File: src/rtl/seg7_pkg.sv
// seg7_pkg: shared nibble/segment types and the 7-segment pattern table
// Segment bit order is {a,b,c,d,e,f,g} in bits [6:0], active-low (0 = lit).
// Codes 10..14 use the TTL 7447 symbol set, and code 15 is blank.
package seg7_pkg;
  typedef logic [3:0] nibble_t;
  typedef logic [6:0] seg_t;
  localparam seg_t SEG_BLANK  = 7'h7F;
  localparam seg_t SEG_ALL_ON = 7'h00;
  localparam seg_t SEG_TABLE [16] = '{
    7'h01, 7'h4F, 7'h12, 7'h06, 7'h4C, 7'h24, 7'h20, 7'h0F,
    7'h00, 7'h04, 7'h72, 7'h66, 7'h5C, 7'h34, 7'h70, 7'h7F
  };
  function automatic seg_t seg_lookup(input nibble_t n);
    return SEG_TABLE[n];
  endfunction
endpackage

File: src/rtl/seg7_dec.sv
// seg7_dec: combinational nibble-to-segment decoder with blanking and lamp test
// Ports:
//   nibble - input code to display
//   lt     - lamp test, active-low
//   bi     - blank input, active-low
//   blank  - leading-zero blank request
//   seg_n  - segment outputs, active-low
// Priority: bi low, then lt low, then blank, then normal decode.
module seg7_dec
  import seg7_pkg::*;
(
  input  nibble_t nibble,
  input  logic    lt,
  input  logic    bi,
  input  logic    blank,
  output seg_t    seg_n
);
  assign seg_n = !bi ? SEG_BLANK : !lt ? SEG_ALL_ON : blank ? SEG_BLANK : seg_lookup(nibble);
endmodule

File: src/rtl/seg7_scan_drv.sv
// seg7_scan_drv: multiplexed NDIG-digit 7-segment scan driver
// Ports:
//   clk, rst   - clock, asynchronous active-high reset
//   din, ld    - display nibbles (digit 0 in [3:0]) and their latch strobe
//   lt, bi     - lamp test and blank-all, both active-low
//   lzb        - leading-zero blanking enable
//   seg_n      - registered segments {a..g}, active-low
//   an_n       - registered one-hot digit enables, active-low
//   dp, dp_n   - decimal points in and registered out, only when SEG7_DP_EN is defined
// Every slot opens with one clock of all-off anodes, which prevents ghosting.
module seg7_scan_drv
  import seg7_pkg::*;
#(
  parameter int NDIG     = 4,
  parameter int PRESCALE = 16
) (
  input  logic              clk,
  input  logic              rst,
  input  logic [4*NDIG-1:0] din,
  input  logic              ld,
  input  logic              lt,
  input  logic              bi,
  input  logic              lzb,
`ifdef SEG7_DP_EN
  input  logic [NDIG-1:0]   dp,
  output logic              dp_n,
`endif
  output logic [6:0]        seg_n,
  output logic [NDIG-1:0]   an_n
);
  localparam int PW = $clog2(PRESCALE);
  localparam int IW = $clog2(NDIG);
  logic [PW-1:0] pre;
  logic [IW-1:0] idx;
  logic [4*NDIG-1:0] disp;
  nibble_t digs [NDIG];
  logic [NDIG-1:0] lz;
  logic run;
  seg_t seg_d;
  logic pre_wrap, idx_wrap;
  assign pre_wrap = pre == PW'(PRESCALE - 1);
  assign idx_wrap = idx == IW'(NDIG - 1);
  for (genvar g = 0; g < NDIG; g++) begin : g_dig
    assign digs[g] = disp[4*g +: 4];
  end
  // A digit is blanked only if it is zero and every digit above it is blanked.
  // Digit 0 is never blanked, so that a zero value still shows "0".
  always_comb begin
    lz = '0;
    run = lzb;
    for (int i = NDIG - 1; i > 0; i--) begin
      run = run && (digs[i] == 4'h0);
      lz[i] = run;
    end
  end
  seg7_dec u_dec (
    .nibble(digs[idx]),
    .lt    (lt),
    .bi    (bi),
    .blank (lz[idx]),
    .seg_n (seg_d)
  );
  always_ff @(posedge clk or posedge rst)
    if (rst) begin
      pre   <= '0;
      idx   <= '0;
      disp  <= '0;
      seg_n <= SEG_BLANK;
      an_n  <= '1;
    end else begin
      if (ld) disp <= din;
      pre <= pre_wrap ? '0 : pre + 1'b1;
      if (pre_wrap) idx <= idx_wrap ? '0 : idx + 1'b1;
      seg_n <= seg_d;
      an_n  <= (pre == '0) ? '1 : ~(NDIG'(1) << idx);
    end
`ifdef SEG7_DP_EN
  logic [NDIG-1:0] dp_r;
  always_ff @(posedge clk or posedge rst)
    if (rst) begin
      dp_r <= '0;
      dp_n <= 1'b1;
    end else begin
      if (ld) dp_r <= dp;
      dp_n <= !bi ? 1'b1 : !lt ? 1'b0 : ~dp_r[idx];
    end
`endif
endmodule

File: config.mk
export PLATFORM = sky130hd
export DESIGN_NAME = seg7_scan_drv
export DESIGN_NICKNAME = d
export VERILOG_FILES = /design/src/rtl/seg7_pkg.sv /design/src/rtl/seg7_dec.sv /design/src/rtl/seg7_scan_drv.sv
export SDC_FILE = /design/constraint.sdc
export NUM_CORES = 1
export LEC_CHECK = 0
export ABC_AREA = 1
export BUFFER_PORTS_ARGS = -buffer_cell sky130_fd_sc_hd__buf_2
export CELL_PAD_IN_SITES_DETAIL_PLACEMENT = 1
export CELL_PAD_IN_SITES_GLOBAL_PLACEMENT = 2
export CORE_AREA = 2 2 74 76
export CTS_CLUSTER_DIAMETER = 50
export DETAILED_ROUTE_END_ITERATION = 8
export DIE_AREA = 0 0 76 78
export PLACE_DENSITY = 0.85
export SLEW_MARGIN = 20
export SYNTH_ARGS = -nofsm -noshare
export SYNTH_HDL_FRONTEND = slang
export SYNTH_SLANG_ARGS = --single-unit
File: constraint.sdc
create_clock -name clk -period 3.6 [get_ports clk]
set_input_delay 0.18 -clock clk [delete_from_list [all_inputs] [get_ports clk]]
set_output_delay 0.18 -clock clk [all_outputs]
set_load 0.01 [all_outputs]
==> results.md, run 1 <==
- Syn Std Cell Area: 1740 um^2
- Maximum buffer depth of the clock tree: 2
- Top cell type's share of synthesized area: 31.6%
- Fmax: 0.474 GHz
- Rel. slew slack: 71.0%
- Syn-to-layout area delta: 19.6%
- CTS Root Cell: sky130_fd_sc_hd__clkbuf_8
- Max-capacitance violation count: 0
- Number of antenna violations at the first check in global routing: 0
- Most area-hungry cell type in the Yosys netlist: sky130_fd_sc_hd__dfrtp_1
- WL final: 3580 um
- Number of synthesized register bits: 33
- Vias in the first global route: 1,459
- TritonCTS sink count: 33
- Worst reg-to-reg path cell count: 9
- Drt initial violations: 33
- Global routing usage summed across all routing layers: 13.9%
- CTS H-Tree Depth: 2
- Area enclosed by the die boundary: 5930 um^2
- Final hold violation count: 0
- Crit path time final: 2110 ps
- WS Path Type: reg -> reg
- Number of I/O pins: 33
- Largest net degree at the start of global routing: 27
- Overflow after GRT: 0
- Setup repair after global routing missed its margin: false
- ANT cells: 0
- Synthesis warning total: 0
- Max-slew violation total from the final report: 0
- Post-DP HPWL: 2820 um
- Synthesized area per cell: 8.75 um^2
- Synth area leaders: sky130_fd_sc_hd__dfrtp_1, sky130_fd_sc_hd__dfstp_2, sky130_fd_sc_hd__nand2_1
- Synth cell types: 22
- Worst hold slack after final layout: 90.3 ps
- Arrival time worst endpoint: 2340 ps
- Cell row count: 26
- Clock tree from TritonCTS: yes
- Number of vias in the routed layout: 1,343
- Worst clock skew on the final layout: 7.59 ps
- Core Area: 5040 um^2
- Result of the run: completed
- Sequential cell area fraction in the yosys report: 48.2%
- Number of resized instances in the post-cts repair step: 0
- Setup Buffers After CTS: 0
- Via/cell ratio: 4.40
- Number of buffer cells added on primary ports: 32
- Total iterations of the first detailed-routing run: 4
- RePlAce Congestion: 0.836
- Clock buffers created by TritonCTS: 5
- Hold buffers post-CTS: 0
- Power per standard cell area: 431 nW/um^2
- DIE WIDTH: 76 um
- Highest fanout seen on the critical path: 13
- Type of the most critical hold path: in -> async
- Global-route wire length before repair: 6600 um
- Critical Path Sink Type: flip-flop
- Syn Nets: 233
- Share of post-route cells with drive strength above 1: 28.5%
- Post-synthesis instance total: 199
- Vert. Die Dim: 78 um
- Final core utilization: 41.3%
- Peak supply drop: 157 uV
- Remaining design rule violation count: 0
- Setup slack on the worst flop-to-flop path: 1490 ps
- Critical path launch point type: flip-flop
- Clock latency on the worst-skew pair: 290 ps
- Share of the clock period used by the worst path: 58.7%
- Wire length per cell after detailed routing: 11.7 um
- Least-Margin Pin Slew: 435 ps
- Initial core utilization: 34.5%
- Post-CTS clock slew at the launch and capture registers of the worst setup and hold paths: 70 ps
- Antenna violation net count after detailed routing: 0
- Nets@finish: 268
- Required time of the worst setup path: 3830 ps
- Setup TNS: 0 ps
- Lkg Pwr: 1.05 nW
- Endpoints failing setup: 0
path summary, 6_finish.rpt:
check,from,endpoint
max in group asynchronous,rst,an_n[1]$_DFF_PP1_
worst min register to register,disp[3]$_DFFE_PP0P_,disp[3]$_DFFE_PP0P_
worst max-delay path,idx[0]$_DFFE_PP0N_,seg_n[3]$_DFF_PP1_
min in group clk,din[5],disp[5]$_DFFE_PP0P_
worst min-delay path,rst,seg_n[5]$_DFF_PP1_
worst max register to register,idx[0]$_DFFE_PP0N_,seg_n[3]$_DFF_PP1_
power by group:
| group | total (W) | internal [W] | switching, W |
|---|---|---|---|
| sequential | 0.000412 | 0.000400 | 0.0000122 |
| combinational | 0.000117 | 0.0000475 | 0.0000694 |
| clock | 0.000369 | 0.000225 | 0.000144 |
sequential cells by signal, summed over array words and instances (netlist names):
signal  flops
seg_n       7
an_n        4
pre         4
idx         2
disp       16
worst max-delay path: stages, from the launching register on:
cell                       delay, ps
sky130_fd_sc_hd__dfrtp_1         560
sky130_fd_sc_hd__inv_1           310
sky130_fd_sc_hd__nand2_1         140
sky130_fd_sc_hd__nand3_1          80
sky130_fd_sc_hd__nand2_1         140
sky130_fd_sc_hd__inv_1           140
sky130_fd_sc_hd__ha_1            320
sky130_fd_sc_hd__o211ai_1        210
sky130_fd_sc_hd__nand2_1          80
sky130_fd_sc_hd__nand2_1          60
per-layer routing:
layer / GRT usage [%] / vias to the layer above / share of wire (%)
li1: - / 697 / -
met1: 17.7 / 611 / 49
met2: 23.2 / 31 / 46
met3: 3.72 / 4 / 4.5
met4: 4.36 / 0 / 0.75
met5: 0 / - / 0
cells by family (layout without fill, tap and decap cells):
logic type | count (synthesis) | count (layout) | share of synthesized area, %
multiplexers | 6 | 6 | 3.88
AO/OA/AOI/OAI | 20 | 20 | 5.90
adder cells (fa/ha/maj) | 12 | 12 | 8.63
flip-flops | 33 | 33 | 48.2
buffers and inverters | 28 | 64 | 6.90
XOR/XNOR | 1 | 1 | 0.503
AND/OR/NAND/NOR | 99 | 99 | 26.0
Yosys cell counts (all sizes together):
master,n
nand2,66
inv,23
dfrtp,22
nand3,21
o21ai,19
ha,12
dfstp,11
nor2,8
mux2,6
buf,3
nand3b,3
clkbuf,2
and2,1
o211ai,1
xor2,1
final cells by class:
| cell class | count | area [um^2] |
|---|---|---|
| flip-flops and latches | 33 | 840 |
| repair buffers | 33 | 168 |
| clock buffers | 6 | 82.6 |
| well taps | 70 | 87.6 |
| inverters | 23 | 86.3 |
| fillers | 625 | 2960 |
| multi-input cells | 138 | 781 |
| clock inverters | 2 | 37.5 |
cells in the final DEF (no fill, tap or decap), drive strengths merged:
master / n
o21ai: 19
nand2: 66
nand3b: 3
nand3: 21
mux2: 6
bufinv: 1
clkbuf: 6
xor2: 1
inv: 23
dfstp: 11
and2: 1
nor2: 8
ha: 12
o211ai: 1
buf: 33
clkinvlp: 1
dfrtp: 22
metrics by stage:
step	worst slack (ps)	cells	area, um^2	total power, W
global route	1210	305	2080	0.000950
floorplan	2050	199	1740	0.000497
CTS	1490	305	2080	0.000912
detailed placement	1510	297	1960	0.000539
global placement	1550	297	1960	0.000537
finish	1490	305	2080	0.000898
No activity file was read; power rests on OpenSTA's default activity.
==> run 2: changes to the inputs <==
--- a/config.mk
+++ b/config.mk
@@ -9,11 +9,11 @@
 export BUFFER_PORTS_ARGS = -buffer_cell sky130_fd_sc_hd__buf_2
 export CELL_PAD_IN_SITES_DETAIL_PLACEMENT = 1
 export CELL_PAD_IN_SITES_GLOBAL_PLACEMENT = 2
-export CORE_AREA = 2 2 74 76
+export CORE_AREA = 2 2 81 83
 export CTS_CLUSTER_DIAMETER = 50
 export DETAILED_ROUTE_END_ITERATION = 8
-export DIE_AREA = 0 0 76 78
-export PLACE_DENSITY = 0.85
+export DIE_AREA = 0 0 83 85
+export PLACE_DENSITY = 0.76
 export SLEW_MARGIN = 20
 export SYNTH_ARGS = -nofsm -noshare
 export SYNTH_HDL_FRONTEND = slang
==> constraint.sdc (replaced) <==
create_clock -name clk -period 1.8 [get_ports clk]
set_input_delay 0.09 -clock clk [delete_from_list [all_inputs] [get_ports clk]]
set_output_delay 0.09 -clock clk [all_outputs]
set_load 0.01 [all_outputs]
==> run 2 against run 1 <==
Against the previous run:
- clock-buffer cell count is 1 higher
- critical endpoint is now seg_n[6]$_DFF_PP1_
- largest cell class unchanged
- clock power up 65%
- die area grew 19%
- setup slack got worse by 1300 ps
- final area grew 3.6%
- largest power group unchanged
- global-route usage down 2.2 points
- sequential cell count did not move
- final cell count rose by 5.6%
- non-clock buffer count is 10 higher
- wire length increased by 3.1%
- critical path depth is 3 higher
==> results.md, run 2 (synthesized netlist as in run 1, its figures left out) <==
- Critical path launch point type: flip-flop
- ANT cells: 0 (unchanged)
- Slowest library cell on the worst path: sky130_fd_sc_hd__dfrtp_1
- Switching pwr: 0.000429 W (+90%)
- Core Area: 6200 um^2 (+23%)
- Drt initial violations: 21 (-36%)
- Wire length per cell after detailed routing: 11.5 um (-2.3%)
- Clock buffers created by TritonCTS: 5 (unchanged)
- CTS H-Tree Depth: 2 (unchanged)
- Critical Path Sink Type: flip-flop
- Largest net degree at the start of global routing: 34 (+26%)
- TritonCTS sink count: 33 (unchanged)
- WS Path Type: reg -> reg
- Total iterations of the first detailed-routing run: 4 (unchanged)
- Power per standard cell area: 778 nW/um^2 (+80%)
- Post-DP HPWL: 2910 um (+3.3%)
- Final hold violation count: 0 (unchanged)
- Met1 routing resource usage after global routing: 14.6% (-3.1 points)
- Part of the total power dissipated in the clock network: 36.2% (-4.9 points)
- Setup repair after global routing missed its margin: false
- Worst clock skew on the final layout: 9.79 ps (+2.19 ps)
- Cell row count: 29 (+12%)
- Fill cell count: 755 (+21%)
- Number of vias in the routed layout: 1,408 (+4.8%)
- Fmax: 0.615 GHz (+30%)
- Non-filler cells, final: 322 (+5.6%)
- Max FFs per register: 16 (unchanged)
- Clock tree from TritonCTS: yes
- Post-CTS clock slew at the launch and capture registers of the worst setup and hold paths: 70 ps (about the same)
- Crit path time final: 1630 ps (-486 ps)
- Max-capacitance violation count: 0 (unchanged)
- CTS Root Cell: sky130_fd_sc_hd__clkbuf_8
- Area enclosed by the die boundary: 7060 um^2 (+19%)
- Global routing usage summed across all routing layers: 11.7% (-2.2 points)
- Rel. slew slack: 72.6% (+1.6 points)
- Maximum buffer depth of the clock tree: 2 (unchanged)
- Vias in the first global route: 1,421 (-2.6%)
- Highest-utilization routing layer at the global route stage: met2
- Overflow after GRT: 0 (unchanged)
- Remaining design rule violation count: 0 (unchanged)
- Met3 usage: 4.77% (+1.0 points)
- Combinational group share of total power: 14.7% (+1.7 points)
- Share of the clock period used by the worst path: 90.3% (+32 points)
- Global-route wire length before repair: 6510 um (-1.4%)
- Antenna violation net count after detailed routing: 0 (unchanged)
- Max stage delay on crit path: 390 ps (-170 ps)
- Clock latency on the worst-skew pair: 280 ps (about the same)
- Largest Register: disp
- Critical-path cell list: buf_4 -> nand2_1 -> nand3_1 -> nand2_2 -> inv_1 -> ha_1 -> nand3b_1 -> nand2_1 -> nand2_1 -> nand3_1 -> nand2_1 -> nand2_1
- Leading cell types in the layout, fill and taps excluded: sky130_fd_sc_hd__nand2_1, sky130_fd_sc_hd__buf_2, sky130_fd_sc_hd__dfrtp_1
- Type of the most critical hold path: in -> reg
- Vert. Die Dim: 85 um (+9.0%)
- Highest fanout seen on the critical path: 10 (-3)
- Syn-to-layout area delta: 23.9%
- Proportion of power drawn by flip-flops and latches: 49.1% (+3.2 points)
- Grt met2 use: 18.7% (-4.5 points)
- Internal power summed over all cells: 0.00125 W (+86%)
- Arrival time worst endpoint: 1850 ps (-490 ps)
- Setup Buffers After CTS: 0 (unchanged)
- Number of buffer cells added on primary ports: 32 (unchanged)
- Final core utilization: 34.8% (-6.5 points)
- Largest registers ranked by flip-flop count: disp: 16 flops, seg_n: 7 flops
- Setup TNS: 0 ps (unchanged)
- Share of post-route cells with drive strength above 1: 31.4% (+2.9 points)
- Nets@finish: 278 (+3.7%)
- Peak supply drop: 387 uV (+150%)
- Number of antenna violations at the first check in global routing: 0 (unchanged)
- WL final: 3690 um (+3.1%)
- Most frequent cell on the critical path: sky130_fd_sc_hd__nand2_1
- Endpoints failing setup: 0 (unchanged)
- RePlAce Congestion: 0.793 (-5.1%)
- Required time of the worst setup path: 2020 ps (-1810 ps)
- Result of the run: completed
- Least-Margin Pin Slew: 410 ps (-24.2 ps)
- Via/cell ratio: 4.37 (-0.70%)
- Lkg Pwr: 1.10 nW (+3.9%)
- Worst hold slack after final layout: 10.2 ps (-80.0 ps)
- Initial core utilization: 28.1% (-6.5 points)
- Number of I/O pins: 33 (unchanged)
- Placed cell count: 311 (+4.7%)
- Most frequent standard cell in the layout excluding fill and tap cells: sky130_fd_sc_hd__nand2_1
- DIE WIDTH: 83 um (+9.2%)
- Fraction of power spent switching nets: 25.6% (+0.48 points)
- Max-slew violation total from the final report: 0 (unchanged)
run 2: changes by cell type in the layout (fill, tap and decap cells not counted), sizes merged:
cell and delta:
bufinv -1, buf +7, dlygate4sd3 +3, clkinv +1, clkbuf +1, clkinvlp -1
run 2: critical path, delay by kind of cell, from the launching register on:
kind,cells,cell delay [ps]
flops,1,390
buf+inv,2,270
simple gates,9,720
fa+ha+maj,1,190
run 2: layout make-up:
class	instances	area, um^2	area share, %
clock inverter	1	5.00	0.232
clock buffer	7	96.3	4.47
multi-input combinational	138	783	36.3
sequential	33	840	38.9
inverter	23	86.3	4.00
tap	77	96.3	4.47
timing repair buffer	43	250	11.6
run 2: worst paths after layout:
path                       slack, ps                start  cells after the start                   end
setup reg to reg                 170   idx[0]$_DFFE_PP0N_                     12    seg_n[6]$_DFF_PP1_
setup / recovery                 170   idx[0]$_DFFE_PP0N_                     12    seg_n[6]$_DFF_PP1_
min in group asynchronous        440                  rst                      4  disp[14]$_DFFE_PP0P_
hold / removal                    10              din[12]                      3  disp[12]$_DFFE_PP0P_
max in group asynchronous       1030                  rst                      4    seg_n[1]$_DFF_PP1_
hold reg to reg                  510  disp[3]$_DFFE_PP0P_                      1   disp[3]$_DFFE_PP0P_
run 2: power groups by stage:
| stage | combinational (W) | clock (W) | sequential [W] |
|---|---|---|---|
| floorplan | 0.000153 | 0 | 0.000840 |
| global placement | 0.000242 | 0 | 0.000837 |
| detailed placement | 0.000245 | 0 | 0.000838 |
| CTS | 0.000252 | 0.000638 | 0.000825 |
| global route | 0.000286 | 0.000679 | 0.000830 |
| finish | 0.000246 | 0.000608 | 0.000824 |
run 2: timing repair:
item,4_1_cts,5_1_grt
setup endpoints to repair,0,4
hold buffers,3,0
gates resized for setup,0,3
hold endpoints to repair,24,0
run 2: through the flow:
step	total power (W)	cell area, um^2	setup WS, ps
6_report	0.00168	2160	175
5_1_grt	0.00179	2160	11.8
4_1_cts	0.00171	2150	114
3_5_place_dp	0.00108	2020	148
3_3_place_gp	0.00108	2020	135
2_1_floorplan	0.000993	1740	249
run 2: metal layers:
metal,share of wire (%),vias up
met2,46,31
met4,1.2,0
met5,0,-
li1,-,720
met1,48,652
met3,4.9,5
